==> src/rtl/dmem_boot_arbiter_pkg.sv <==
`default_nettype none
// ============================================================================
// Module  : dmem_boot_arbiter_pkg
// Purpose : Shared state encodings and default sizing for the boot arbiter.
// Rev     : 1.0
// ============================================================================
package dmem_boot_arbiter_pkg;

    localparam int C_DATA_W_DEF         = 32;
    localparam int C_MAX_WORDS_DEF      = 1024;
    localparam int C_CNT_W_DEF          = 16;
    localparam int C_RELEASE_CYCLES_DEF = 4;

    localparam int C_STATE_W = 2;

    localparam logic [C_STATE_W-1:0] ST_LOAD    = 2'd0;
    localparam logic [C_STATE_W-1:0] ST_RELEASE = 2'd1;
    localparam logic [C_STATE_W-1:0] ST_RUN     = 2'd2;
    localparam logic [C_STATE_W-1:0] ST_DBG     = 2'd3;

endpackage
`default_nettype wire

==> src/rtl/dmem_boot_arbiter_timer.sv <==
`default_nettype none
// ============================================================================
// Module  : boot_release_timer
// Purpose : Loadable down-counter; o_done is high while the count is zero.
// Rev     : 1.0
// ============================================================================
module boot_release_timer #(
    parameter int CNT_W    = 16,
    parameter int LOAD_VAL = 3
) (
    input  logic clk,
    input  logic reset,
    input  logic i_load,
    input  logic i_en,
    output logic o_done
);

    logic [CNT_W-1:0] r_count;

    always_ff @(posedge clk or negedge reset) begin
        if (!reset) begin
            r_count <= '0;
        end else if (i_load) begin
            r_count <= CNT_W'(LOAD_VAL);
        end else if (i_en && (r_count != '0)) begin
            r_count <= r_count - CNT_W'(1);
        end
    end

    assign o_done = (r_count == '0);

endmodule
`default_nettype wire

==> src/rtl/dmem_boot_arbiter.sv <==
`default_nettype none
// ============================================================================
// Module  : dmem_boot_arbiter
// Purpose : Shares the data-memory port between the boot loader and the core.
// Rev     : 1.0
// ============================================================================
module dmem_boot_arbiter
    import dmem_boot_arbiter_pkg::*;
#(
    parameter int DATA_W         = C_DATA_W_DEF,
    parameter int MAX_WORDS      = C_MAX_WORDS_DEF,
    parameter int CNT_W          = C_CNT_W_DEF,
    parameter int RELEASE_CYCLES = C_RELEASE_CYCLES_DEF
) (
    input  logic              clk,
    input  logic              reset,
    input  logic              ext_valid,
    input  logic              ext_we,
    input  logic [DATA_W-1:0] ext_addr,
    input  logic [DATA_W-1:0] ext_wdata,
    input  logic              ext_done,
    output logic              ext_ready,
    output logic [DATA_W-1:0] ext_rdata,
    output logic              ext_rvalid,
    input  logic              cpu_memwrite,
    input  logic [DATA_W-1:0] cpu_addr,
    input  logic [DATA_W-1:0] cpu_wdata,
    output logic              cpu_reset,
    output logic              cpu_stall,
    output logic              mem_we,
    output logic [DATA_W-1:0] mem_addr,
    output logic [DATA_W-1:0] mem_wdata,
    input  logic [DATA_W-1:0] mem_rdata,
    output logic [1:0]        state,
    output logic [CNT_W-1:0]  load_count
);

    logic [C_STATE_W-1:0] r_state;
    logic [C_STATE_W-1:0] w_next_state;
    logic [CNT_W-1:0]     r_load_count;
    logic                 r_cpu_stall;
    logic [DATA_W-1:0]    r_ext_rdata;
    logic                 r_ext_rvalid;

    logic w_wr_acc;
    logic w_load_last;
    logic w_capture;
    logic w_timer_load;
    logic w_timer_done;

    assign w_wr_acc    = (r_state == ST_LOAD) && ext_valid && ext_we;
    assign w_load_last = w_wr_acc && (r_load_count >= CNT_W'(MAX_WORDS - 1));
    // Read data is captured from the loader during LOAD or from the borrowed port in DBG.
    assign w_capture   = ((r_state == ST_LOAD) && ext_valid && !ext_we) || (r_state == ST_DBG);
    assign w_timer_load = (r_state == ST_LOAD) && (w_next_state == ST_RELEASE);

    boot_release_timer #(
        .CNT_W    (CNT_W),
        .LOAD_VAL (RELEASE_CYCLES - 1)
    ) u_timer (
        .clk    (clk),
        .reset  (reset),
        .i_load (w_timer_load),
        .i_en   (r_state == ST_RELEASE),
        .o_done (w_timer_done)
    );

    always_ff @(posedge clk or negedge reset) begin
        if (!reset) begin
            r_state <= ST_LOAD;
        end else begin
            r_state <= w_next_state;
        end
    end

    always_comb begin
        w_next_state = r_state;
        case (r_state)
            ST_LOAD: begin
                if (ext_done || w_load_last) begin
                    w_next_state = ST_RELEASE;
                end
            end
            ST_RELEASE: begin
                if (w_timer_done) begin
                    w_next_state = ST_RUN;
                end
            end
            ST_RUN: begin
                // Writes are never granted here; only reads borrow the port.
                if (ext_valid && !ext_we) begin
                    w_next_state = ST_DBG;
                end
            end
            default: begin
                w_next_state = ST_RUN;
            end
        endcase
    end

    always_comb begin
        cpu_reset = 1'b1;
        ext_ready = 1'b0;
        mem_we    = 1'b0;
        mem_addr  = ext_addr;
        mem_wdata = ext_wdata;
        case (r_state)
            ST_LOAD: begin
                ext_ready = 1'b1;
                mem_we    = ext_valid && ext_we;
            end
            ST_RELEASE: begin
                cpu_reset = 1'b1;
            end
            ST_RUN: begin
                cpu_reset = 1'b0;
                mem_we    = cpu_memwrite;
                mem_addr  = cpu_addr;
                mem_wdata = cpu_wdata;
            end
            default: begin
                cpu_reset = 1'b0;
                ext_ready = 1'b1;
            end
        endcase
    end

    always_ff @(posedge clk or negedge reset) begin
        if (!reset) begin
            r_load_count <= '0;
            r_cpu_stall  <= 1'b0;
            r_ext_rdata  <= '0;
            r_ext_rvalid <= 1'b0;
        end else begin
            if (w_wr_acc && (r_load_count < CNT_W'(MAX_WORDS))) begin
                r_load_count <= r_load_count + CNT_W'(1);
            end
            r_cpu_stall  <= (r_state == ST_RUN) && (w_next_state == ST_DBG);
            r_ext_rvalid <= w_capture;
            if (w_capture) begin
                r_ext_rdata <= mem_rdata;
            end
        end
    end

    assign state      = r_state;
    assign load_count = r_load_count;
    assign cpu_stall  = r_cpu_stall;
    assign ext_rdata  = r_ext_rdata;
    assign ext_rvalid = r_ext_rvalid;

endmodule
`default_nettype wire

==> config.mk <==
export PLATFORM = sky130hd
export DESIGN_NAME = dmem_boot_arbiter
export DESIGN_NICKNAME = d
export VERILOG_FILES = /design/src/rtl/dmem_boot_arbiter_pkg.sv /design/src/rtl/dmem_boot_arbiter_timer.sv /design/src/rtl/dmem_boot_arbiter.sv
export SDC_FILE = /design/constraint.sdc
export NUM_CORES = 1
export LEC_CHECK = 0
export ABC_AREA = 0
export BUFFER_PORTS_ARGS = -buffer_cell sky130_fd_sc_hd__buf_2
export CAP_MARGIN = 20
export CORE_ASPECT_RATIO = 1.5
export CORE_UTILIZATION = 26
export DETAILED_ROUTE_END_ITERATION = 7
export GPL_TIMING_DRIVEN = 0
export PLACE_DENSITY = 0.59
export SETUP_SLACK_MARGIN = 0.1
export SYNTH_ARGS = -nofsm -noshare
export SYNTH_HDL_FRONTEND = slang
export SYNTH_SLANG_ARGS = --single-unit
==> constraint.sdc <==
create_clock -name clk -period 3.2 [get_ports clk]
set_input_delay 0.32 -clock clk [delete_from_list [all_inputs] [get_ports clk]]
set_output_delay 0.32 -clock clk [all_outputs]
set_load 0.05 [all_outputs]
# Word-level counts from Yosys, hierarchy flattened
# Index checks and enable logic that the tools add are counted.
# Widths: inputs -> output; s select.
dict set report totals {
  reg_bits 68
  output_inout_bits 119
}
dict set report op_classes {
  add_sub_neg 2
  magnitude_cmp 2
  n_eq_ne 5
  mux 11
  n_reduce_logical 19
}
# cell count
set op_table {}
lappend op_table {{$mux 32} 2}
lappend op_table {{$mux 16} 2}
lappend op_table {{$add 16x1->16 const B} 1}
lappend op_table {{$ge 16x10->1 const B} 1}
lappend op_table {{$logic_not 16->1} 1}
lappend op_table {{$lt 16x11->1 const B} 1}
lappend op_table {{$reduce_bool 16->1} 1}
lappend op_table {{$sub 16x1->16 const B} 1}
lappend op_table {{$logic_and 1x1->1} 10}
lappend op_table {{$eq 2x2->1 const B} 3}
lappend op_table {{$mux 2} 3}
lappend op_table {{$pmux 2 s3} 1}
lappend op_table {{$eq 2x1->1 const B} 2}
lappend op_table {{$reduce_or 2->1} 2}
lappend op_table {{$logic_not 2->1} 1}
lappend op_table {{$logic_or 1x1->1} 2}
lappend op_table {{$mux 1} 2}
lappend op_table {{$pmux 1 s2} 1}
lappend op_table {{$reduce_bool 2->1} 1}
lappend op_table {{$logic_not 1->1} 1}

# Depth between registers and ports, before layout
# Gate-level depths: netlist of the first run.
dict set report logic_depth {
  depth_word 10
  mapped_depth 9
  depth_no_buf 7
}

# Hierarchy
# Synthesis of the first run repeated with hierarchy kept, for this count alone.
dict set report unflattened {
  cells_unflattened 336
  area_unflattened_um2 3901.2
}
# module instances cells_each area_each_um2
set modules_own_cells {}
lappend modules_own_cells {dmem_boot_arbiter 1 233 2940.3}
lappend modules_own_cells {boot_release_timer 1 103 960.9}

# Worst setup path after synthesis of the first run
# OpenSTA, ideal clock, no wires.
dict set report synth_timing {
  path_kind {reg2out}
  from {reg r_state[1] (netlist: state[1])}
  to {out mem_addr[10]}
  t_arrival_ps 2293
  t_required_ps 2880
  slack_ps 587
  stages_incl_launch_ff 6
  n_path_buf 3
  cell_sequence {dfrtp_1 -> ha_1 -> clkbuf_1 -> clkbuf_1 -> clkbuf_1 -> mux2_2}
}
dict set report synth_via {
  elab_chain_cells 2
}
# item line_no
set synth_rtl {}
lappend synth_rtl {{start, declared} dmem_boot_arbiter.sv:38} ;# logic [C_STATE_W-1:0] r_state;
lappend synth_rtl {{start signal, assigned} dmem_boot_arbiter.sv:72} ;# r_state <= w_next_state;
lappend synth_rtl {{$eq 2x2->1} dmem_boot_arbiter.sv:107} ;# case (r_state)
lappend synth_rtl {{$mux 32} dmem_boot_arbiter.sv:107}
lappend synth_rtl {{end, declared} dmem_boot_arbiter.sv:31} ;# output logic [DATA_W-1:0] mem_addr,
# No other way between the ends.

# Final worst setup path of the first run
dict set report layout_timing {
  from {reg r_state[1] (netlist: state[1])}
  to {out mem_addr[25]}
}
# Same word-level chain as after synthesis.

==> results of run 1 <==
## cells in the mapped netlist (all sizes together), types with 2 or more instances
cell type | number | area share
a211o | 2 | 0.0050
a211oi | 3 | 0.0060
a21oi | 8 | 0.011
a31o | 2 | 0.0047
and4 | 2 | 0.0047
buf | 7 | 0.0096
clkbuf | 14 | 0.014
dfrtp | 68 | 0.45
ha | 6 | 0.020
inv | 11 | 0.011
mux2 | 97 | 0.29
nand2 | 8 | 0.0080
nand2b | 4 | 0.0066
nand3 | 4 | 0.0053
nand4 | 2 | 0.0033
nor2 | 24 | 0.024
nor3 | 5 | 0.0066
nor4 | 3 | 0.0050
nor4b | 2 | 0.013
o21ai | 3 | 0.0040
o31ai | 2 | 0.0040
or3 | 3 | 0.0050
or4 | 2 | 0.0040
xnor2 | 14 | 0.033
xor2 | 4 | 0.0093
## registers in the layout, indices dropped and copies added, names as in the netlist
signal and cells:
ext_rdata 32, ext_rvalid 1, cpu_stall 1, u_timer.r_count 16, load_count 16, state 2
## power groups by stage
stage	logic [mW]	registers [mW]	clock network, mW
3_5_place_dp	4.79	1.46	0
5_1_grt	5.03	1.49	1.13
3_3_place_gp	4.74	1.44	0
4_1_cts	4.81	1.44	1.09
2_1_floorplan	2.72	2.34	0
6_report	4.78	1.45	1.06
## worst max-delay path: stages (launching register included)
cell and delay (ns):
sky130_fd_sc_hd__dfrtp_1 0.50, sky130_fd_sc_hd__ha_1 0.20, sky130_fd_sc_hd__clkbuf_1 0.23, sky130_fd_sc_hd__clkbuf_2 0.35, sky130_fd_sc_hd__buf_2 0.31, sky130_fd_sc_hd__mux2_2 0.43
sky130_fd_sc_hd__buf_2 0.23
## how the worst min path moves through the flow
stage | start | end | slack [ns] | cells past startpoint
after global placement | load_count[15]$_DFFE_PN0P_ | load_count[15]$_DFFE_PN0P_ | 0.46 | 1
after floorplan | reset | cpu_stall$_DFF_PN0_ | 0.02 | 0
after detailed placement | reset | ext_rdata[3]$_DFFE_PN0P_ | 0.48 | 1
after global routing | reset | ext_rdata[4]$_DFFE_PN0P_ | 0.17 | 1
after CTS | reset | ext_rdata[3]$_DFFE_PN0P_ | 0.13 | 1
final | reset | ext_rdata[4]$_DFFE_PN0P_ | 0.1 | 1
## metal layers
metal  global-route usage  vias up  wire (microns)
met1                0.278     1750            6400
met4               0.0551        0             195
met5                    0        -               0
li1                     -     1706               -
met2                0.330      269            7180
met3               0.0501       11            1980
## timing repair
item	CTS	global route
resized for setup	2	4
endpoints found under the setup margin	29	20
hold buffers	0	0
hold endpoints to repair	0	0
## cell type report
cell class	instances	area (sq um)	area share
Clock inverter	7	98.8	0.0172
Timing Repair Buffer	284	1420	0.247
Inverter	11	41.3	0.00717
Sequential cell	68	1700	0.295
Clock buffer	9	225	0.0391
Buffer	21	93.8	0.0163
Tap cell	192	240	0.0417
Multi-Input combinational cell	216	1930	0.336
## per-stage QoR
| stage | total power [mW] | setup WS, ns | util | std cells |
|---|---|---|---|---|
| 2_1_floorplan | 5.06 | 0.587 | - | 316 |
| 3_3_place_gp | 6.18 | 0.217 | 0.386 | 792 |
| 3_5_place_dp | 6.24 | 0.185 | 0.386 | 792 |
| 4_1_cts | 7.34 | 0.161 | 0.409 | 808 |
| 5_1_grt | 7.64 | 0.176 | 0.410 | 808 |
| 6_report | 7.29 | 0.303 | 0.410 | 808 |
## cell families after synthesis
family	Yosys count
multiplexers	98
flip-flops	68
AND/OR/NAND/NOR	66
buffers and inverters	32
AO/OA/AOI/OAI	28
XOR/XNOR	18
adder cells (fa/ha/maj)	6
==> impl_summary.md, run 1 <==
Run status
The flow ran to the end, and the final reports show no timing, DRC or antenna violations.

GRT
The number of antenna violations at the first check in global routing is 4. After global routing the overflow that remains totals 0. The global-route wire length before repair is 21.9 mm. The via count of the first global-routing pass is 3628. For this run, the total global-route usage over all layers was measured as 0.207. Entering global routing, the biggest net connects 69 pins.

Yosys
The synthesized netlist occupies a cell area of 0.00377 sq mm. Of the total synthesized cell area, the portion taken by AND, OR, NAND and NOR gates is 0.101. The average cell area after synthesis is 11.9 sq um. Counting every instance in the synthesized netlist gives 316. Measured against the total synthesized area, the mux share comes to 0.293. The post-synthesis net count is 488. The synthesized-area fraction occupied by xor and xnor cells is 0.0419. The dominant combinational cell family by area after synthesis is multiplexers. For this run, the register share of the synthesized area comes to 0.452.

The most common flop cell mapped by yosys is sky130_fd_sc_hd__dfrtp_1. The share of synthesized registers carrying an async set or reset is 1.00. The number of synthesized register bits is 68. Yosys mapped the design onto 44 distinct sky130hd cell types. The count of warnings emitted by yosys is 0. The area share of fa/ha/maj cells after synthesis is 0.0199.

The synthesized design contains 0 enable-type register cells. The share of the synthesized area in compound gates (AO/OA/AOI/OAI) is 0.0578.

Clock network
The clock latency reported for the late side of the worst-skew pair is about 0.33 ns. Counting the buffers created by CTS gives 9. After clock tree synthesis, the clock-pin slew on the worst setup and hold paths is around 0.06 ns. The root buffer cell is sky130_fd_sc_hd__clkbuf_16. Once the clock tree was built, the setup fixing pass inserted 0 buffers. The buffer levels on the longest clock path is 2.

The H-tree was split into 3 levels. Clock tree synthesis found a total of between 60 and 70 sinks. TritonCTS built the clock tree.

Pwr
In this run the power spent charging and discharging nets is 3.99 mW. In this run the static leakage power is 2.97 nW. The sequential power share is 0.198. The maximum ir drop on the vdd rail is 0.000516 V.

Of the total power, the share spent switching nets is 0.548. The fraction of power consumed by the clock network is 0.145. The share of total power dissipated in combinational logic is 0.656. The power density over cell area is between 1000 and 1500 mW/mm^2. The internal portion of the total power is 3.30 mW.

Routing
Dividing the detail-routed via count by the number of cells gives 4.62. The routed wire length per instance is between 15 and 20 microns. For this run, the detailed router's first-pass iteration total came to 4. The count of nets left with antenna violations after detail routing is 0.

The final route contains about 3700 vias. The post-detailed-route DRC marker count is 0. For this block, the routed nets add up to 15.8 mm of wire. After the first detailed-routing iteration, the DRC count stood at 132.

Critical path
The worst reg-to-reg setup slack is ~0.56 ns. In this run the worst path has a maximum fanout of 10. In this run the critical register-to-register path is launched from state[1]$_DFF_PN0_. The worst setup path is of the reg2out kind.

The worst setup path is captured at a primary output. The launching element type of the critical path is a flop. The destination of the worst register-to-register timing path is ext_rdata[5]$_DFFE_PN0P_. The worst path required time is 2.88 ns. The critical path arrival is 2.58 ns. Following the worst setup path forward leads to its endpoint at mem_addr[25]. The start point of the critical path is state[1]$_DFF_PN0_. The count of cells along the worst register-to-register path is 6.

Timing
The final-report hold violation count is 0. Adding up every negative setup slack in the final design gives 0 ns. The total count of max-transition violations in the final report is 0. The post-layout minimum cycle time is 2.90 ns. At the pin with the least slew margin, the transition time is 0.848 ns. Setup repair after global routing left no endpoint under its margin. Setup violations remaining at the end of the flow were counted as 0. Clock skew on the completed layout was measured at 0.00984 ns. Derived from the worst setup path, the maximum achievable clock frequency is 345 MHz. The normalized max-slew margin is 0.435. Dividing the final minimum period by the clock period gives 0.905.

The worst hold-check slack is 0.0970 ns.

Floorplanning
The horizontal die dimension is 100 microns. The region available for standard cell placement spans 0.0141 sq mm. The die boundary height is approximately 150 microns.

The initial utilization of the core area, before any placement, comes to 0.268. approximately 290 I/O pins were placed. The die covers 0.0150 sq mm. The floorplan has 53 rows.

Placement
Input and output buffers added on the ports amount to 284. The placer's final routability congestion estimate is 0.851. After detailed placement, the total cell area comes to roughly 0.0054 sq mm. The half-perimeter wire length of the detailed placement result is 13.6 mm.

Cells and area
After the last flow step, the layout net total stands at approximately 780. With fillers left out, the area of the finished cells amounts to 0.00576 sq mm. The growth of design area from synthesis to finish is 52.9%. Leaving out fill and tap cells, the most frequent cells in the layout are 286 x sky130_fd_sc_hd__buf_2, 97 x sky130_fd_sc_hd__mux2_2, 68 x sky130_fd_sc_hd__dfrtp_1.

The library cell used most frequently in the layout, excluding fill and tap cells, is sky130_fd_sc_hd__buf_2. Counting the fill cells in the layout gives 1416. The ratio of cells with drive above 1 in the final layout is 0.672. The number of antenna diodes is 0.

Flow run
The tool flagged a number of max-cap violations equal to 0.

Min path
The tightest min-delay check is of the in2async type.
No activity file was read; power rests on OpenSTA's default activity.
==> inputs of run 2 (changes only) <==
clock period = 3.44 ns   (was 3.2 ns; I/O delays follow)
==> run 2 against run 1 <==
Worst setup slack better by 0.031 ns. Cell area is essentially flat. Clock-buffer cell count stayed put. Power fell by 7.0%. Wire length barely moved. Utilization hardly changed. Sequential power decreased by 8%. Register-to-register slack better by 0.24 ns. Via count grew 0.19%. Critical path type unchanged. Largest cell class unchanged.
==> impl_summary.md, run 2 (synthesis results as in run 1) <==
Routing
The count of nets left with antenna violations after detail routing is 0. In the routed design, unresolved DRC markers number 0. The iteration count of the initial detailed-routing pass is 4.

The routed layout has ~3700 vias. The routed wire length per instance is 19.5 microns. The overall routed net length is 15.8 mm. For this block, the initial DRC count from the detailed router was 132.

In the routed layout, each cell is associated on average with a via count of 4.63.

Pwr
The fraction of power consumed by the clock network is 0.146. The analysis attributes to net switching a power of between 3 and 4 mW. The total power is about 6.8 mW.

Of the total power, registers draw 0.198. The net switching share of the total power is 0.548. The share of total power dissipated in combinational logic is 0.656.

The maximum ir drop on the vdd rail is 0.000480 V. In this run the static leakage power is 2.97 nW. The internal portion of the total power is 3.06 mW. The power density over cell area is between 1000 and 1500 mW/mm^2.

Critical path
The worst register-to-register path ends at ext_rdata[5]$_DFFE_PN0P_. The signal on the critical path passes through ha_1, clkbuf_1, clkbuf_2, buf_1, mux2_2, buf_2. The number of buffers and inverters on the critical path is 4.

The element type at the critical path end is a primary output. For flop-to-flop paths, the worst setup slack is 0.80 ns. Among cell families on the critical path, the largest total delay comes from buffers and inverters. The worst path required time is 3.10 ns. The worst reg2reg path startpoint is state[1]$_DFF_PN0_. In this run the worst setup path terminates at mem_addr[25].

For the worst setup path, the data arrival time is 2.76 ns. The count of cells along the worst register-to-register path is 6. The slowest stage cell on the critical path is sky130_fd_sc_hd__dfrtp_1. The logic depth of the worst path, buffers included is 6.

The setup path with the least slack is of type reg2out. Along the worst path, the maximum fanout reaches 10. The largest single stage delay on the critical path is 0.50 ns.

The critical path starts at state[1]$_DFF_PN0_. The launching element type of the critical path is a flop.

Timing
The setup TNS after final layout is 0 ns. The worst-case clock skew is 0.00984 ns. The final-report hold violation count is 0.

At the pin with the least slew margin, the transition time is 0.848 ns. The total setup violations reported at the end of the flow is 0. The post-layout minimum cycle time is 3.11 ns.

The normalized max-slew margin is 0.435. In the finished design, the share of the clock period the worst path needs comes to 0.903. The total count of max-transition violations in the final report is 0. The timing-limited maximum frequency is 322 MHz. The worst hold-check slack is 0.121 ns. Setup repair after global routing left no endpoint under its margin.

Clock network
The total number of clock tree sinks is 68. The buffer levels on the longest clock path is 2. TritonCTS built the clock tree. After clock tree synthesis, the clock-pin slew on the worst setup and hold paths is about 0.060 ns.

The H-tree depth is 3. Counting the buffers created by CTS gives 9. The clock latency reported for the late side of the worst-skew pair is 0.33 ns. The number of hold buffers added after cts is 0. CTS placed an instance of sky130_fd_sc_hd__clkbuf_16 at the clock tree root.

Floorplanning
Pin placement for this block handled 285 I/O pins. The horizontal die dimension is 100 microns. The initial utilization of the core area, before any placement, comes to 0.268. The area of the core region is 0.0141 sq mm.

The die boundary height is ~150 microns. The area of the die is 0.0150 sq mm. The floorplan has 53 rows.

Min path
The type of the most critical hold path is in2async.

Cells and area
For this run, the post-layout net count is between 700 and 800. The register with the most flip-flops in the layout has 32 of them. The most common library cell in the layout ignoring fill and taps is sky130_fd_sc_hd__buf_2. In the final layout, the share of cells above drive strength 1 is 0.667. The multi-input logic area is 0.00193 sq mm. The number of antenna diodes is 0.

The top cell types in the final layout, fill and taps aside, are 285 x sky130_fd_sc_hd__buf_2, 97 x sky130_fd_sc_hd__mux2_2, 68 x sky130_fd_sc_hd__dfrtp_1. Counting the fill cells in the layout gives 1419. The combined flip-flop and latch cell area is 0.00170 sq mm. The post-route cell area is 0.00576 sq mm.

Relative to the synthesized area, the layout overhead comes to 52.8%.

GRT
The via count of the first global-routing pass is 3628. Entering global routing, the biggest net connects 69 pins. Across every metal layer, demand over resource in global routing totals 0.207. For this run the aggregate overflow at the end of global routing stands at 0.

The number of antenna violations at the first check in global routing is 4. The global-route wire length before repair is between 20 and 25 mm.

Placement
The placed cell area is 0.00543 sq mm. The placer's final routability congestion estimate is 0.851. The total of buffers placed on input and output ports is 284. Summed over all nets, the half-perimeter wirelength after detailed placement is about 14 mm.

Flow run
The tool flagged a number of max-cap violations equal to 0.

Run status
The run finished with clean final reports.
run 2: cell counts in the layout (fill, tap and decap cells not counted):
Identical to the previous run, type by type.
run 2: power groups by stage:
stage | Combinational [mW] | Clock [mW] | Sequential, mW
6_report | 4.45 | 0.986 | 1.34
5_1_grt | 4.67 | 1.05 | 1.39
4_1_cts | 4.47 | 1.01 | 1.34
3_5_place_dp | 4.45 | 0 | 1.35
3_3_place_gp | 4.41 | 0 | 1.34
2_1_floorplan | 2.53 | 0 | 2.18
run 2: how the worst min path moves through the flow:
stage	endpoint	slack (ns)	depth (start not counted)
6_report	ext_rdata[4]$_DFFE_PN0P_	0.12	1
5_1_grt	ext_rdata[4]$_DFFE_PN0P_	0.19	1
4_1_cts	ext_rdata[3]$_DFFE_PN0P_	0.16	1
3_5_place_dp	load_count[14]$_DFFE_PN0P_	0.48	1
3_3_place_gp	load_count[15]$_DFFE_PN0P_	0.46	1
2_1_floorplan	cpu_stall$_DFF_PN0_	0.05	0
run 2: final cells by class:
| class | instances | area share |
|---|---|---|
| repair buffers | 284 | 0.247 |
| clock inverters | 7 | 0.0172 |
| inverters | 11 | 0.00717 |
| multi-input cells | 216 | 0.336 |
| clock buffers | 9 | 0.0391 |
| plain buffers | 21 | 0.0157 |
| well taps | 192 | 0.0417 |
| flip-flops and latches | 68 | 0.296 |
run 2: routing by layer:
layer  vias up  global-route usage  routed length [microns]
li1       1707                   -                        -
met1      1756               0.278                     6410
met2       269               0.330                     7180
met3        11              0.0501                     1990
met4         0              0.0551                      195
met5         -                   0                        0
run 2: repair_timing:
action,4_1_cts,5_1_grt
buffers inserted,0,0
setup endpoints to repair,8,0
resized for setup,1,0
run 2: worst register-to-register path, stage by stage (launching register included):
cell and delay, ns:
sky130_fd_sc_hd__dfrtp_1 0.50, sky130_fd_sc_hd__inv_1 0.11, sky130_fd_sc_hd__ha_1 0.19, sky130_fd_sc_hd__clkbuf_1 0.18, sky130_fd_sc_hd__a31oi_1 0.64, sky130_fd_sc_hd__clkbuf_1 0.50
sky130_fd_sc_hd__mux2_2 0.40
run 2: per-stage QoR:
stage	utilization	worst slack, ns	cells
after global routing	0.409	0.188	808
after floorplan	-	0.803	316
after CTS	0.409	0.283	808
after detailed placement	0.386	0.401	792
after global placement	0.386	0.433	792
final	0.409	0.334	808
